$ cat src/rtl/decode_ctrl.sv
//==============================================================================
// Module : decode_ctrl
// Brief  : RV32I decode/control FSM sequencing ALU, register file and LSU.
// Rev    : 1.0  initial release
//==============================================================================
`default_nettype none

module decode_ctrl #(
  parameter int DATA_WIDTH       = 32,
  parameter int ALU_CONTROL_BITS = 4,
  parameter int LOG2_REGISTERS   = 5,
  parameter int BYTE_DATA_WIDTH  = DATA_WIDTH / 8,
  parameter int MEM_TIMEOUT      = 16
) (
  input  logic                        clk,
  input  logic                        rst,
  input  logic                        inst_valid,
  input  logic [DATA_WIDTH-1:0]       inst,
  input  logic [DATA_WIDTH-1:0]       pc,
  input  logic [DATA_WIDTH-1:0]       link,
  output logic                        inst_ready,
  output logic                        done,
  output logic                        branch_taken,
  output logic [DATA_WIDTH-1:0]       new_pc,
  output logic                        trap,
  output logic [1:0]                  trap_cause,
  output logic [LOG2_REGISTERS-1:0]   addr_rd,
  output logic [LOG2_REGISTERS-1:0]   addr_rs1,
  output logic [LOG2_REGISTERS-1:0]   addr_rs2,
  output logic                        rf_enable,
  output logic [1:0]                  rd_select,
  output logic [ALU_CONTROL_BITS-1:0] alu_control,
  output logic                        signed_flag,
  output logic                        select_imm,
  output logic                        select_pc,
  output logic [DATA_WIDTH-1:0]       imm,
  input  logic                        less_comp,
  input  logic                        equal_comp,
  input  logic [DATA_WIDTH-1:0]       q,
  output logic                        mem_req,
  output logic                        mem_we,
  output logic                        mem_unsigned,
  output logic [BYTE_DATA_WIDTH-1:0]  mem_byte_enable,
  input  logic                        mem_valid
);

  localparam int CNT_W = $clog2(MEM_TIMEOUT) + 1;
  localparam logic [CNT_W-1:0] c_cnt_last = CNT_W'(MEM_TIMEOUT - 1);

  localparam logic [6:0] c_op_op     = 7'b0110011;
  localparam logic [6:0] c_op_imm    = 7'b0010011;
  localparam logic [6:0] c_op_lui    = 7'b0110111;
  localparam logic [6:0] c_op_auipc  = 7'b0010111;
  localparam logic [6:0] c_op_jal    = 7'b1101111;
  localparam logic [6:0] c_op_jalr   = 7'b1100111;
  localparam logic [6:0] c_op_branch = 7'b1100011;
  localparam logic [6:0] c_op_load   = 7'b0000011;
  localparam logic [6:0] c_op_store  = 7'b0100011;

  localparam logic [ALU_CONTROL_BITS-1:0] c_alu_add   = ALU_CONTROL_BITS'(0);
  localparam logic [ALU_CONTROL_BITS-1:0] c_alu_sub   = ALU_CONTROL_BITS'(1);
  localparam logic [ALU_CONTROL_BITS-1:0] c_alu_sll   = ALU_CONTROL_BITS'(2);
  localparam logic [ALU_CONTROL_BITS-1:0] c_alu_xor   = ALU_CONTROL_BITS'(3);
  localparam logic [ALU_CONTROL_BITS-1:0] c_alu_srl   = ALU_CONTROL_BITS'(4);
  localparam logic [ALU_CONTROL_BITS-1:0] c_alu_sra   = ALU_CONTROL_BITS'(5);
  localparam logic [ALU_CONTROL_BITS-1:0] c_alu_or    = ALU_CONTROL_BITS'(6);
  localparam logic [ALU_CONTROL_BITS-1:0] c_alu_and   = ALU_CONTROL_BITS'(7);
  localparam logic [ALU_CONTROL_BITS-1:0] c_alu_slt   = ALU_CONTROL_BITS'(8);
  localparam logic [ALU_CONTROL_BITS-1:0] c_alu_sltu  = ALU_CONTROL_BITS'(9);
  localparam logic [ALU_CONTROL_BITS-1:0] c_alu_passb = ALU_CONTROL_BITS'(10);

  typedef enum logic [2:0] {
    S_IDLE      = 3'd0,
    S_DECODE    = 3'd1,
    S_MEM       = 3'd2,
    S_PC_UPDATE = 3'd3,
    S_DONE      = 3'd4,
    S_TRAP      = 3'd5
  } state_t;

  state_t                       r_state, w_next;
  logic [DATA_WIDTH-1:0]        r_inst;
  logic [DATA_WIDTH-1:0]        r_pc;
  logic [CNT_W-1:0]             r_cnt;
  logic [BYTE_DATA_WIDTH-1:0]   r_be;
  logic                         r_taken;
  logic [DATA_WIDTH-1:0]        r_new_pc;
  logic [1:0]                   r_cause;

  logic [6:0]                   w_opcode;
  logic [2:0]                   w_f3;
  logic [6:0]                   w_f7;
  logic                         w_rd_nz;
  logic                         w_is_store;
  logic                         w_is_jalr;
  logic [1:0]                   w_size;
  logic                         w_ls_bad;
  logic                         w_misaligned;
  logic [BYTE_DATA_WIDTH-1:0]   w_be_base;
  logic [BYTE_DATA_WIDTH-1:0]   w_be_val;
  logic [ALU_CONTROL_BITS-1:0]  w_alu_arith;
  logic                         w_is_slt;
  logic                         w_br_cond;
  logic [31:0]                  w_imm32;
  logic [DATA_WIDTH-1:0]        w_new_pc;
  logic                         w_taken_load, w_taken_val;
  logic                         w_cause_load;
  logic [1:0]                   w_cause_val;
  logic                         w_pc_load;
  logic                         w_be_load;
  logic                         w_unused;

  assign w_opcode   = r_inst[6:0];
  assign w_f3       = r_inst[14:12];
  assign w_f7       = r_inst[31:25];
  assign w_rd_nz    = |r_inst[11:7];
  assign w_is_store = (w_opcode == c_op_store);
  assign w_is_jalr  = (w_opcode == c_op_jalr);
  assign w_size     = w_f3[1:0];

  assign addr_rd      = r_inst[11:7];
  assign addr_rs1     = r_inst[19:15];
  assign addr_rs2     = r_inst[24:20];
  assign branch_taken = r_taken;
  assign new_pc       = r_new_pc;
  assign trap_cause   = r_cause;

  // pc and link only feed the datapath muxes outside this block
  assign w_unused = ^{r_pc, link};

  // Size 11, unsigned stores and LWU do not exist in RV32I
  assign w_ls_bad     = (w_size == 2'b11) || (w_f3[2] && (w_is_store || w_size == 2'b10));
  assign w_misaligned = ((w_size == 2'b01) && q[0]) || ((w_size == 2'b10) && (q[1:0] != 2'b00));
  assign w_be_base    = (w_size == 2'b00) ? BYTE_DATA_WIDTH'(4'h1) :
                        (w_size == 2'b01) ? BYTE_DATA_WIDTH'(4'h3) : BYTE_DATA_WIDTH'(4'hF);
  assign w_be_val     = w_be_base << q[1:0];

  assign w_new_pc = w_is_jalr ? (q & ~{{(DATA_WIDTH-1){1'b0}}, 1'b1}) : q;
  assign w_is_slt = (w_f3 == 3'b010) || (w_f3 == 3'b011);
  assign w_br_cond = (w_f3[2:1] == 2'b00) ? (equal_comp ^ w_f3[0]) : (less_comp ^ w_f3[0]);

  always_comb begin
    w_alu_arith = c_alu_add;
    case (w_f3)
      3'b000:  w_alu_arith = ((w_opcode == c_op_op) && w_f7[5]) ? c_alu_sub : c_alu_add;
      3'b001:  w_alu_arith = c_alu_sll;
      3'b010:  w_alu_arith = c_alu_slt;
      3'b011:  w_alu_arith = c_alu_sltu;
      3'b100:  w_alu_arith = c_alu_xor;
      3'b101:  w_alu_arith = w_f7[5] ? c_alu_sra : c_alu_srl;
      3'b110:  w_alu_arith = c_alu_or;
      default: w_alu_arith = c_alu_and;
    endcase
  end

  always_comb begin
    w_imm32 = 32'h0;
    case (w_opcode)
      c_op_imm, c_op_load, c_op_jalr:
        w_imm32 = {{20{r_inst[31]}}, r_inst[31:20]};
      c_op_store:
        w_imm32 = {{20{r_inst[31]}}, r_inst[31:25], r_inst[11:7]};
      c_op_branch:
        w_imm32 = {{19{r_inst[31]}}, r_inst[31], r_inst[7], r_inst[30:25], r_inst[11:8], 1'b0};
      c_op_lui, c_op_auipc:
        w_imm32 = {r_inst[31:12], 12'h000};
      c_op_jal:
        w_imm32 = {{11{r_inst[31]}}, r_inst[31], r_inst[19:12], r_inst[20], r_inst[30:21], 1'b0};
      default:
        w_imm32 = 32'h0;
    endcase
    imm = DATA_WIDTH'($signed(w_imm32));
  end

  always_comb begin
    w_next          = r_state;
    inst_ready      = 1'b0;
    done            = 1'b0;
    trap            = 1'b0;
    rf_enable       = 1'b0;
    rd_select       = 2'b00;
    alu_control     = c_alu_add;
    signed_flag     = 1'b0;
    select_imm      = 1'b0;
    select_pc       = 1'b0;
    mem_req         = 1'b0;
    mem_we          = 1'b0;
    mem_unsigned    = 1'b0;
    mem_byte_enable = '0;
    w_taken_load    = 1'b0;
    w_taken_val     = 1'b0;
    w_cause_load    = 1'b0;
    w_cause_val     = 2'd0;
    w_pc_load       = 1'b0;
    w_be_load       = 1'b0;

    case (r_state)
      S_IDLE: begin
        inst_ready = rst;
        if (inst_valid) w_next = S_DECODE;
      end

      S_DECODE: begin
        case (w_opcode)
          c_op_op, c_op_imm: begin
            if ((w_opcode == c_op_op) && (w_f7 != 7'h00) && (w_f7 != 7'h20)) begin
              w_cause_load = 1'b1;
              w_next       = S_TRAP;
            end else begin
              alu_control = w_alu_arith;
              select_imm  = (w_opcode == c_op_imm);
              signed_flag = w_is_slt && !w_f3[0];
              rd_select   = w_is_slt ? 2'b01 : 2'b00;
              rf_enable   = w_rd_nz;
              w_next      = S_DONE;
            end
          end
          c_op_lui: begin
            alu_control = c_alu_passb;
            select_imm  = 1'b1;
            rf_enable   = w_rd_nz;
            w_next      = S_DONE;
          end
          c_op_auipc: begin
            select_pc  = 1'b1;
            select_imm = 1'b1;
            rf_enable  = w_rd_nz;
            w_next     = S_DONE;
          end
          c_op_load, c_op_store: begin
            select_imm = 1'b1;
            w_next     = S_TRAP;
            w_cause_load = 1'b1;
            if (w_ls_bad) begin
              w_cause_val = 2'd0;
            end else if (w_misaligned) begin
              w_cause_val = 2'd1;
            end else begin
              w_cause_load = 1'b0;
              w_be_load    = 1'b1;
              w_next       = S_MEM;
            end
          end
          c_op_branch: begin
            alu_control = c_alu_sub;
            signed_flag = !w_f3[1];
            if (w_f3[2:1] == 2'b01) begin
              w_cause_load = 1'b1;
              w_next       = S_TRAP;
            end else begin
              w_taken_load = 1'b1;
              w_taken_val  = w_br_cond;
              w_next       = w_br_cond ? S_PC_UPDATE : S_DONE;
            end
          end
          c_op_jal, c_op_jalr: begin
            rd_select    = 2'b11;
            rf_enable    = w_rd_nz;
            w_taken_load = 1'b1;
            w_taken_val  = 1'b1;
            w_next       = S_PC_UPDATE;
          end
          default: begin
            w_cause_load = 1'b1;
            w_next       = S_TRAP;
          end
        endcase
      end

      S_PC_UPDATE: begin
        select_imm = 1'b1;
        select_pc  = !w_is_jalr;
        w_pc_load  = 1'b1;
        w_next     = S_DONE;
      end

      S_MEM: begin
        mem_req         = 1'b1;
        mem_we          = w_is_store;
        mem_unsigned    = !w_is_store && w_f3[2];
        mem_byte_enable = r_be;
        // A completion in the final permitted cycle beats the timeout
        if (mem_valid) begin
          if (!w_is_store) begin
            rf_enable = w_rd_nz;
            rd_select = 2'b10;
          end
          w_next = S_DONE;
        end else if (r_cnt == c_cnt_last) begin
          w_cause_load = 1'b1;
          w_cause_val  = 2'd2;
          w_next       = S_TRAP;
        end
      end

      S_DONE: begin
        done   = 1'b1;
        w_next = S_IDLE;
      end

      S_TRAP: begin
        trap   = 1'b1;
        w_next = S_IDLE;
      end

      default: w_next = S_IDLE;
    endcase
  end

  always_ff @(posedge clk or negedge rst) begin
    if (!rst) begin
      r_state  <= S_IDLE;
      r_inst   <= '0;
      r_pc     <= '0;
      r_cnt    <= '0;
      r_be     <= '0;
      r_taken  <= 1'b0;
      r_new_pc <= '0;
      r_cause  <= 2'd0;
    end else begin
      r_state <= w_next;
      if ((r_state == S_IDLE) && inst_valid) begin
        r_inst  <= inst;
        r_pc    <= pc;
        r_taken <= 1'b0;
        r_cause <= 2'd0;
      end
      if (w_taken_load) r_taken  <= w_taken_val;
      if (w_cause_load) r_cause  <= w_cause_val;
      if (w_pc_load)    r_new_pc <= w_new_pc;
      if (w_be_load)    r_be     <= w_be_val;
      r_cnt <= (r_state == S_MEM) ? r_cnt + 1'b1 : '0;
    end
  end

endmodule

`default_nettype wire

$ cat config.mk
export PLATFORM = sky130hd
export DESIGN_NAME = decode_ctrl
export DESIGN_NICKNAME = d
export VERILOG_FILES = /design/src/rtl/decode_ctrl.sv
export SDC_FILE = /design/constraint.sdc
export NUM_CORES = 1
export LEC_CHECK = 0
export CORE_MARGIN = 5
export CORE_UTILIZATION = 39
export DETAILED_ROUTE_END_ITERATION = 10
export GPL_TIMING_DRIVEN = 0
export PLACE_DENSITY = 0.82
export SLEW_MARGIN = 20
export SYNTH_ARGS = -nofsm -noshare
export SYNTH_HDL_FRONTEND = slang
export SYNTH_SLANG_ARGS = --single-unit
$ cat constraint.sdc
create_clock -name clk -period 2.4 [get_ports clk]
set_input_delay 0.72 -clock clk [delete_from_list [all_inputs] [get_ports clk]]
set_output_delay 0.72 -clock clk [all_outputs]
set_load 0.01 [all_outputs]
==> key figures <==
Worst setup path
  • FF-to-FF path depth: 12
  • Crit path buffers/inverters: 2
  • Worst EP required: 1.68 ns
  • Cell count along the critical path: 7
  • CP startpoint kind: register
  • R2r setup slk: 0.13 ns
  • WP data arrival: 2.11 ns
  • Largest stage delay, worst path: 0.43 ns
  • Slowest stage cell, crit path: dfrtp_2
  • CP Cell Sequence: and4bb_2, nand2b_4, nor3_4, buf_4, o31ai_1, a21oi_1, buf_2
  • Worst-path fanout max: 6
  • Cell family with most CP delay: simple AND/OR/NAND/NOR gates
  • Endpoint class of the critical path: output port
  • Worst Setup Path Type: reg2out

Run status
  • Violated checks: setup timing
  • Outcome: complete, but fails checks

Pwr
  • Flop pwr share: 32.9%
  • Logic pwr share: 53.8%
  • Clock power frac: 13.2%
  • Switching share of total power: 39.3%
  • Total power: 7.26 mW
  • Pwr Density: around 1100 mW/mm2
  • Maximum vdd ir drop: 0.588 mV
  • Leak pwr: about 3.4 nW
  • Pint: 4.41 mW
  • Switching power: 2.85 mW

Global routing
  • Total gr overflow: 0
  • GRT Total Usage: 22.3%
  • Vias in the first global route: about 4,400
  • First-pass GRT wire length: 23.0 mm
  • Initial antenna violation count: 0
  • Largest net degree at the start of global routing: 33

Drt
  • Highest metal used: met4
  • Router iterations before antenna repair: 5
  • Wire length per cell: between 15 and 20 um
  • Final ANT Viol Nets: 0
  • DRC: 0
  • Met2 wire length: between 7 and 8 mm
  • Vias/cell: 5.19
  • DRT Wirelength: 14.4 mm
  • Drt initial violations: 200
  • Met1 WL: 5.44 mm
  • Via count: 4,188
  • Detail Route met3 WL: 1.15 mm

Logic synthesis
  • Synth unique cells: 58
  • Ys flop type: dfrtp_1
  • Mapped Cells: 434
  • Synth top area share: 48.0%
  • EDFF count, synth: 0
  • Syn Nets: 570
  • Area leader, netlist: dfrtp_1
  • Yosys reg bits: 79
  • Fraction of registers with async set/reset: 100%
  • Yosys warnings: 0
  • Area contributors post-synth: dfrtp_1 48%, nand2_1 10%, mux2_2 9.3%, a21o_1 3.6%, buf_4 2.7%
  • Syn_area_per_cell: 9.48 um2
  • Cell Area, Synth: 0.00412 mm2
  • Share of the yosys chip area belonging to registers: 48.0%

Cells and area
  • Seq. cell area: around 0.002 mm2
  • Design Area, Final: 0.00683 mm2
  • Fraction of final layout cells sized beyond drive strength 1: between 30% and 40%
  • Area Overhead vs Synth: 66.0%
  • Filler cell count: around 840
  • Final nets: 802
  • Area of the multi-input gates: 0.00213 mm2
  • Antenna diodes: 0

STA
  • Final Hold Viols: 0
  • Worst-Margin Slew: between 0.5 and 0.6 ns
  • Achievable frequency: 353 MHz
  • Setup Viol. Count Final: 43
  • Final min period: roughly 2.8 ns
  • Setup ws final: -0.430 ns
  • Relative slew slack: between 60% and 70%
  • Setup TNS: -13.49 ns
  • Final Skew: 0.0115 ns
  • RSZ-0062 raised after global routing: yes
  • Fin crit share: 118%
  • Final Max Slew Viols: 0

Clock network
  • CTS tree: built
  • CTS Sinks: between 70 and 80
  • H-Tree Depth: 3
  • Worst-path clk slew: about 0.090 ns
  • Clock Path Buffers: 2
  • CTS root buffer: clkbuf_8
  • Clock latency at the later pin of the worst-skew pair: approximately 0.35 ns
  • Cts-stage hold buffer count: 0
  • CTS buffer count: 9

Die
  • Row count: 37
  • Die width: 113 um
  • Full die area: 0.0127 mm2
  • Initial Util: between 30% and 40%
  • Core area: slightly above 0.01 mm2
  • Die Y: between 100 and 150 um
  • # IOs: 236

Worst hold path
  • Hold Crit Class: in2async

Placement
  • Post-place instance area: 0.00602 mm2
  • PortBufs: 171
  • Final GP Congestion: ~0.92
  • DP HPWL: 10.1 mm
  • Worst slack at placement: -0.691 ns

Run
  • Max Cap Viol: 0
==> per-layer routing <==
metal / vias up / track usage [%]
li1: 1939 / -
met1: 2012 / 27.2
met2: 198 / 39.0
met3: 39 / 5.03
met4: 0 / 7.45
met5: - / 0
==> final cells by class <==
type | count | share of cell area (%)
clock inverter | 6 | 0.769
clock buffer | 10 | 2.01
inverter | 6 | 0.403
tap | 136 | 2.49
sequential | 79 | 29.1
multi-input combinational | 311 | 31.1
timing repair buffer | 221 | 30.3
buffer | 38 | 3.84
==> power groups by stage <==
stage | clock [mW] | sequential, mW | combinational (mW)
finish | 0.960 | 2.39 | 3.91
global route | 1.03 | 2.47 | 4.21
CTS | 0.985 | 2.38 | 3.72
detailed placement | 0 | 2.40 | 3.21
global placement | 0 | 2.36 | 3.14
floorplan | 0 | 2.40 | 1.59
==> cells in the final DEF, fill, tap and decap left out, types with 18 or more instances in the layout <==
| cell type | instances |
|---|---|
| clkdlybuf4s50_1 | 118 |
| nand2_1 | 108 |
| dfrtp_1 | 72 |
| buf_4 | 50 |
| buf_2 | 38 |
| mux2_2 | 34 |
| buf_6 | 28 |
| a21o_1 | 20 |
| nor2_1 | 18 |
==> synthesized netlist by cell type (3+ instances only) <==
library cell / n
a21oi_1: 17
clkbuf_1: 13
a21o_1: 20
or3_1: 3
nor3_1: 4
nand2b_1: 4
o21ai_0: 14
nand2_1: 113
a31oi_1: 3
and2_1: 9
buf_4: 15
nand3_1: 5
and3_1: 9
nor2_1: 21
a22o_1: 5
o22ai_1: 3
inv_1: 5
dfrtp_1: 79
mux2_2: 34
buf_2: 8
==> state kept, by name (all words and copies together) (netlist names) <==
signal        flops
trap_cause        2
r_cnt             5
branch_taken      1
new_pc           32
r_be              4
r_state           3
r_inst           32
==> metrics by stage <==
step                util, %  instances  hold slack, ns
floorplan                 -        434           0.424
global placement       58.1        741           0.446
detailed placement     58.3        742           0.453
CTS                    64.8        797           0.186
global route           66.2        807           0.192
finish                 66.2        807           0.190
==> worst paths after layout <==
kind,startpoint,endpoint
worst max-delay path,r_inst[3]$_DFFE_PN0P_,rf_enable
worst min-delay path,rst,r_inst[5]$_DFFE_PN0P_
worst max register to register,r_inst[3]$_DFFE_PN0P_,trap_cause[0]$_DFFE_PN0P_
worst min register to register,r_cnt[0]$_DFF_PN0_,r_cnt[0]$_DFF_PN0_
max in group asynchronous,rst,r_state[1]$_DFFE_PN0P_
min in group clk,r_cnt[0]$_DFF_PN0_,r_cnt[0]$_DFF_PN0_
==> what timing repair did <==
item	4_1_cts	5_1_grt
pin swaps	28	18
endpoints found under the setup margin	51	47
gates resized for setup	275	24
cloned	4	0
buffers inserted	35	12
==> cells by family (layout without fill, tap and decap cells) <==
logic type                 count (synthesis)  after routing  synth area share (%)
and+or+nand+nor                          188            188                  21.6
AOI/OAI and AO/OA                         81             81                  13.3
xor gates and xnor gates                   4              4                 0.851
buffers and inverters                     44            281                  5.84
DFF                                       79             79                  48.0
adders and majority gates                  2              2                 0.608
muxes                                     36             36                  9.79
(Power assumes the default switching activity.)
